==> src/rtl/pkg_uniciclo.sv <==
// Shared types and constants for the single-cycle processor register bank.
// Latency: none (declarations only).
// Backpressure: not applicable.
package pkg_uniciclo;

    localparam int LARGURA_DADO = 8;
    localparam int LARGURA_END  = 2;
    localparam int NUM_REGS     = 4;

    // One pending write to the bank: destination register and data word.
    typedef struct packed {
        logic [LARGURA_END-1:0]  registro;
        logic [LARGURA_DADO-1:0] dado;
    } req_escrita_t;

    // One-hot decode of a register address, qualified by a valid bit.
    function automatic logic [NUM_REGS-1:0] decodifica(input logic                   v,
                                                        input logic [LARGURA_END-1:0] r);
        logic [NUM_REGS-1:0] m;
        m    = '0;
        m[r] = v;
        return m;
    endfunction

endpackage

==> src/rtl/estagio_saida_escrita.sv <==
// One-entry output stage driving the bank write port, plus pending-write decode.
// Latency: loaded at edge N, EscreveReg asserted during cycle N+1 unless stalled.
// Backpressure: stall holds contents; drain and reload in one cycle gives 1 write/cycle.
module estagio_saida_escrita
    import pkg_uniciclo::*;
(
    input  logic                    clock,
    input  logic                    reset,
    input  logic                    carrega_i,
    input  logic                    stall_i,
    input  req_escrita_t            entrada_i,
    input  logic                    id_i,
    output logic                    out_v_o,
    output logic                    escreve_o,
    output logic [LARGURA_END-1:0]  reg_o,
    output logic [LARGURA_DADO-1:0] dado_o,
    output logic                    id_o,
    output logic [NUM_REGS-1:0]     pend_mask_o
);

    logic         out_v_q, out_v_d;
    req_escrita_t dados_q, dados_d;
    logic         id_q, id_d;

    // Next state: a new transfer wins over drain (reload); drain alone empties the stage.
    always_comb begin
        out_v_d = out_v_q;
        dados_d = dados_q;
        id_d    = id_q;
        if (carrega_i) begin
            out_v_d = 1'b1;
            dados_d = entrada_i;
            id_d    = id_i;
        end else if (out_v_q && !stall_i) begin
            out_v_d = 1'b0;
        end
    end

    // Stage registers; reset discards any held write so it never reaches the bank.
    always_ff @(posedge clock) begin
        if (reset) begin
            out_v_q <= 1'b0;
            dados_q <= '0;
            id_q    <= 1'b0;
        end else begin
            out_v_q <= out_v_d;
            dados_q <= dados_d;
            id_q    <= id_d;
        end
    end

    // Gated by reset too, so a write held when reset rises is never issued.
    assign escreve_o   = out_v_q && !stall_i && !reset;
    assign out_v_o     = out_v_q;
    assign reg_o       = dados_q.registro;
    assign dado_o      = dados_q.dado;
    assign id_o        = id_q;
    assign pend_mask_o = decodifica(out_v_q, dados_q.registro);

endmodule

==> src/rtl/arbitro_escrita_reg.sv <==
// Two-requester arbiter for the bank's single write port; ARB_RR_EN selects round-robin, else fixed priority.
// Latency: grant is combinational, write reaches the bank port one cycle after transfer.
// Backpressure: both ready low while reset or while a stalled write occupies the output stage.
module arbitro_escrita_reg
    import pkg_uniciclo::*;
#(
    parameter int LARGURA_DADO = pkg_uniciclo::LARGURA_DADO,
    parameter int LARGURA_END  = pkg_uniciclo::LARGURA_END
) (
    input  logic                    clock,
    input  logic                    reset,
    input  logic                    req0_valid,
    output logic                    req0_ready,
    input  logic [LARGURA_END-1:0]  req0_reg,
    input  logic [LARGURA_DADO-1:0] req0_dado,
    input  logic                    req1_valid,
    output logic                    req1_ready,
    input  logic [LARGURA_END-1:0]  req1_reg,
    input  logic [LARGURA_DADO-1:0] req1_dado,
    input  logic                    stall,
    output logic                    EscreveReg,
    output logic [LARGURA_END-1:0]  regEscrito,
    output logic [LARGURA_DADO-1:0] dadoEscrito,
    output logic                    grant_id,
    output logic [NUM_REGS-1:0]     pend_mask,
    input  logic [LARGURA_END-1:0]  inRA,
    input  logic [LARGURA_END-1:0]  in1,
    input  logic [LARGURA_END-1:0]  in2,
    output logic                    hazard
);

    logic         out_v;
    logic         aceita;
    logic         prioriza1;
    logic         vence1;
    logic         carrega;
    logic         ultimo_q, ultimo_d;
    req_escrita_t entrada;

    assign aceita = !reset && (!out_v || !stall);

    // Contention rule: which requester wins when both are valid.
    always_comb begin
`ifdef ARB_RR_EN
        // Alternate: whoever was not granted last goes first.
        prioriza1 = (ultimo_q == 1'b0);
`else
        prioriza1 = 1'b0;
`endif
    end

`ifndef ARB_RR_EN
    // Last grant is still tracked in fixed-priority builds but does not steer the grant.
    logic ultimo_unused;
    assign ultimo_unused = ultimo_q;
`endif

    assign vence1     = req1_valid && (!req0_valid || prioriza1);
    assign req0_ready = aceita && req0_valid && !vence1;
    assign req1_ready = aceita && vence1;
    assign carrega    = req0_ready || req1_ready;

    // Mux the winning request into the output stage.
    always_comb begin
        entrada = '0;
        if (vence1) begin
            entrada.registro = req1_reg;
            entrada.dado     = req1_dado;
        end else begin
            entrada.registro = req0_reg;
            entrada.dado     = req0_dado;
        end
    end

    // Remember the last granted requester.
    always_comb begin
        ultimo_d = ultimo_q;
        if (carrega) begin
            ultimo_d = vence1;
        end
    end

    // Starts at 1 so requester 0 wins the first contention after reset.
    always_ff @(posedge clock) begin
        if (reset) begin
            ultimo_q <= 1'b1;
        end else begin
            ultimo_q <= ultimo_d;
        end
    end

    estagio_saida_escrita u_estagio (
        .clock       (clock),
        .reset       (reset),
        .carrega_i   (carrega),
        .stall_i     (stall),
        .entrada_i   (entrada),
        .id_i        (vence1),
        .out_v_o     (out_v),
        .escreve_o   (EscreveReg),
        .reg_o       (regEscrito),
        .dado_o      (dadoEscrito),
        .id_o        (grant_id),
        .pend_mask_o (pend_mask)
    );

    assign hazard = pend_mask[inRA] | pend_mask[in1] | pend_mask[in2];

endmodule

==> config.mk <==
export PLATFORM = sky130hd
export DESIGN_NAME = arbitro_escrita_reg
export DESIGN_NICKNAME = d
export VERILOG_FILES = /design/src/rtl/pkg_uniciclo.sv /design/src/rtl/estagio_saida_escrita.sv /design/src/rtl/arbitro_escrita_reg.sv
export SDC_FILE = /design/constraint.sdc
export NUM_CORES = 1
export LEC_CHECK = 0
export ABC_CLOCK_PERIOD_IN_PS = 3200
export CAP_MARGIN = 20
export CORE_ASPECT_RATIO = 2
export CORE_UTILIZATION = 25
export CTS_CLUSTER_SIZE = 12
export DETAILED_ROUTE_END_ITERATION = 10
export PLACE_DENSITY_LB_ADDON = 0.1
export SLEW_MARGIN = 5
export SYNTH_ARGS = -nofsm -noshare
export SYNTH_HDL_FRONTEND = slang
export SYNTH_SLANG_ARGS = --single-unit
==> constraint.sdc <==
create_clock -name clock -period 3.2 [get_ports clock]
set_input_delay 0.48 -clock clock [delete_from_list [all_inputs] [get_ports clock]]
set_output_delay 0.48 -clock clock [all_outputs]
set_load 0.01 [all_outputs]
==> reports/results.tsv <==
metric	value	unit
outcome	complete, no violations	
M3 GR Usage	2.260	%
Hold Buf Count CTS	0	
Die Y	78.65	um
actual slew at the worst max-slew pin	0.5655	ns
first-pass GRT wire length	3042	um
via-per-instance ratio	4.836	
fin. max-slew vios	0	
crit start category	primary input	
setup ws final	0.6469	ns
First DRT Iteration DRCs	15	
die span in x	40.33	um
Worst R2R End	u_estagio.dado_o[7]	
CP bufs+invs	2	
Detailed Routing Iterations Pass 1	4	
Max Root-Sink Buffers	2	
met2 Use GR	23.33	%
Worst Path Max Fanout	10	
vias in the first global route	680	
CP top delay family	buffers and inverters	
worst path cell trace	clkdlybuf4s50_1 -> a21oi_1 -> and2_1 -> clkdlybuf4s50_1	
Post-Place Setup Slack	0.6374	ns
Setup crit end kind	output port	
post-layout net count	156	
H-tree Lvls	1	
Top Ports	50	
synthesized area per cell	9.925	um^2
ratio of cells with drive above 1 in the final layout	14.63	%
Max Fclk	0.3917	GHz
skew final	0.0003383	ns
critical path class	primary input to output port	
Leak Pwr	0.4922	nW
Ant. Diodes	0	
DR DRC count	0	
CP max stage delay	0.65	ns
commonest cells after routing, fill and taps aside	49 x clkdlybuf4s50_1, 13 x a21oi_1, 12 x dfxtp_1	
period utilization	79.78	%
Area contributors post-synth	dfxtp_1 33%, a211oi_2 17%, mux2i_1 14%	
Num CTS Buffers	3	
grt ovf	0	
setup_tns	0	ns
Slew HR	62.30	%
post-synthesis sequential element count	12	
Synth Warn #	0	
worst endpoint data arrival time	2.07	ns
post-synth net total	105	
Final Hold Vio Count	0	
Port-buffer cells	49	
total die area	3172	um^2
HP Class	flip-flop to flip-flop	
dpl hpwl	1538	um
commonest non-fill, non-tap cell in the layout	clkdlybuf4s50_1	
RSZ-0062 raised after global routing	no	
DR vias	735	
hold_sp	u_estagio.id_o	
Stages on worst setup path	4	
synthesized area	734.5	um^2
post-synthesis instance total	74	
R2R setup slack	1.67	ns
CTS resizes	0	
met1 Use GR	14.59	%
Initial Util	26.51	%
Reg2Reg Depth	4	
Core ar.	2770	um^2
largest net degree at the start of global routing	12	
postcts setup bufs	0	
sequential-to-total area share from yosys stat	32.71	%
clock sink count	12	
Hold Path Depth	2	
Worst R2R Start	u_estagio.out_v_o	
hold endpoint	u_estagio.id_o	
drt total wl	2042	um
CTS tree	built	
WP data required	2.72	ns
final setup fails	0	
Worst VDD drop	237.8	uV
busiest grt layer	met2	
post-synth top area cell	dfxtp_1	
initial antenna violation count	0	
clk slew on worst S/H paths	0.05	ns
fin crit period	2.553	ns
clock root cell	clkbuf_8	
post-synth cell types	18	
Total GRT Usage	13.97	%
top cell type's share of synthesized area	32.71	%
Power Dens Cells	357.8	nW/um^2
area grow syn2layout	74.96	%
DR WL/cell	13.43	um
slowest CP cell	clkdlybuf4s50_1	
most used cell, CP	clkdlybuf4s50_1	
final RePlAce weighted congestion	0.6814	
std cell rows	27	
ANT nets after route	0	
Skew-Pair Late Insertion Delay	0.24	ns
Max-Cap Viols	0	
[cells in the mapped netlist]
cell type   n
dfxtp_1    12
mux2i_1    10
a211oi_2   10
nand2b_2    1
buf_6       2
and3b_1     1
and3_1      1
nor2b_1     1
a211oi_1    1
nor3b_1     3
buf_2       5
nand2_1     2
xnor2_1     6
nor2_1      2
a21oi_1    13
a222oi_1    1
or2_1       1
and2_1      2
[worst max path at each step]
stage                  to       start
3_5_place_dp   req0_ready       reset
2_1_floorplan  req1_ready  req0_valid
5_1_grt        req0_ready       reset
6_report       req0_ready       reset
3_3_place_gp   req0_ready       reset
4_1_cts        req0_ready       reset
[registers in the layout, summed over array words and instances, names as in the netlist]
signal / flops
u_estagio.reg_o: 2
u_estagio.dado_o: 8
u_estagio.out_v_o: 1
u_estagio.id_o: 1
[report_power, final]
group          leakage (nW)  internal [mW]  switching [mW]  total, mW
clock                0.0216         0.0827          0.0525      0.135
combinational         0.371         0.0932          0.0579      0.151
sequential           0.0994          0.162          0.0115      0.173
total                 0.492          0.338           0.122      0.460
[routing by layer]
layer	vias to the layer above	wire, um	share of wire [%]
met3	4	123	6.0
met2	31	1073	53
met5	-	0	0
li1	372	-	-
met4	0	52	2.5
met1	328	793	39
[layout make-up]
class / count / area, um^2
Sequential cell: 12 / 240.2
Fill cell: 290 / 1485
Clock buffer: 3 / 41.29
Multi-Input combinational cell: 55 / 446.7
Timing Repair Buffer: 53 / 520.5
Tap cell: 29 / 36.28
[tightest hold or removal path, delay by kind of cell (launching register included)]
family / cells / cell delay, ns
DFF: 1 / 0.31
AOI/OAI and AO/OA: 2 / 0.17
[logic make-up (layout without fill, tap and decap cells)]
group / after synthesis / after routing / share of synthesized area [%]
AOI/OAI and AO/OA: 25 / 25 / 28.28
and+or+nand+nor: 14 / 14 / 11.76
DFF: 12 / 12 / 32.71
muxes: 10 / 10 / 13.63
buffers and inverters: 7 / 56 / 6.473
xor gates and xnor gates: 6 / 6 / 7.155
[through the flow]
stage | std cells | hold slack (ns) | utilization (%) | instance area, um^2 | power (mW)
CTS | 152 | 0.5263 | 46.39 | 1285 | 0.4697
finish | 152 | 0.5278 | 46.39 | 1285 | 0.4598
global route | 152 | 0.5770 | 46.39 | 1285 | 0.4873
floorplan | 74 | 0.5353 | - | 734.5 | 0.2475
global placement | 149 | 0.5196 | 44.90 | 1244 | 0.3281
detailed placement | 149 | 0.5194 | 44.90 | 1244 | 0.3296
Note: power is estimated with default switching activity, not from simulation.
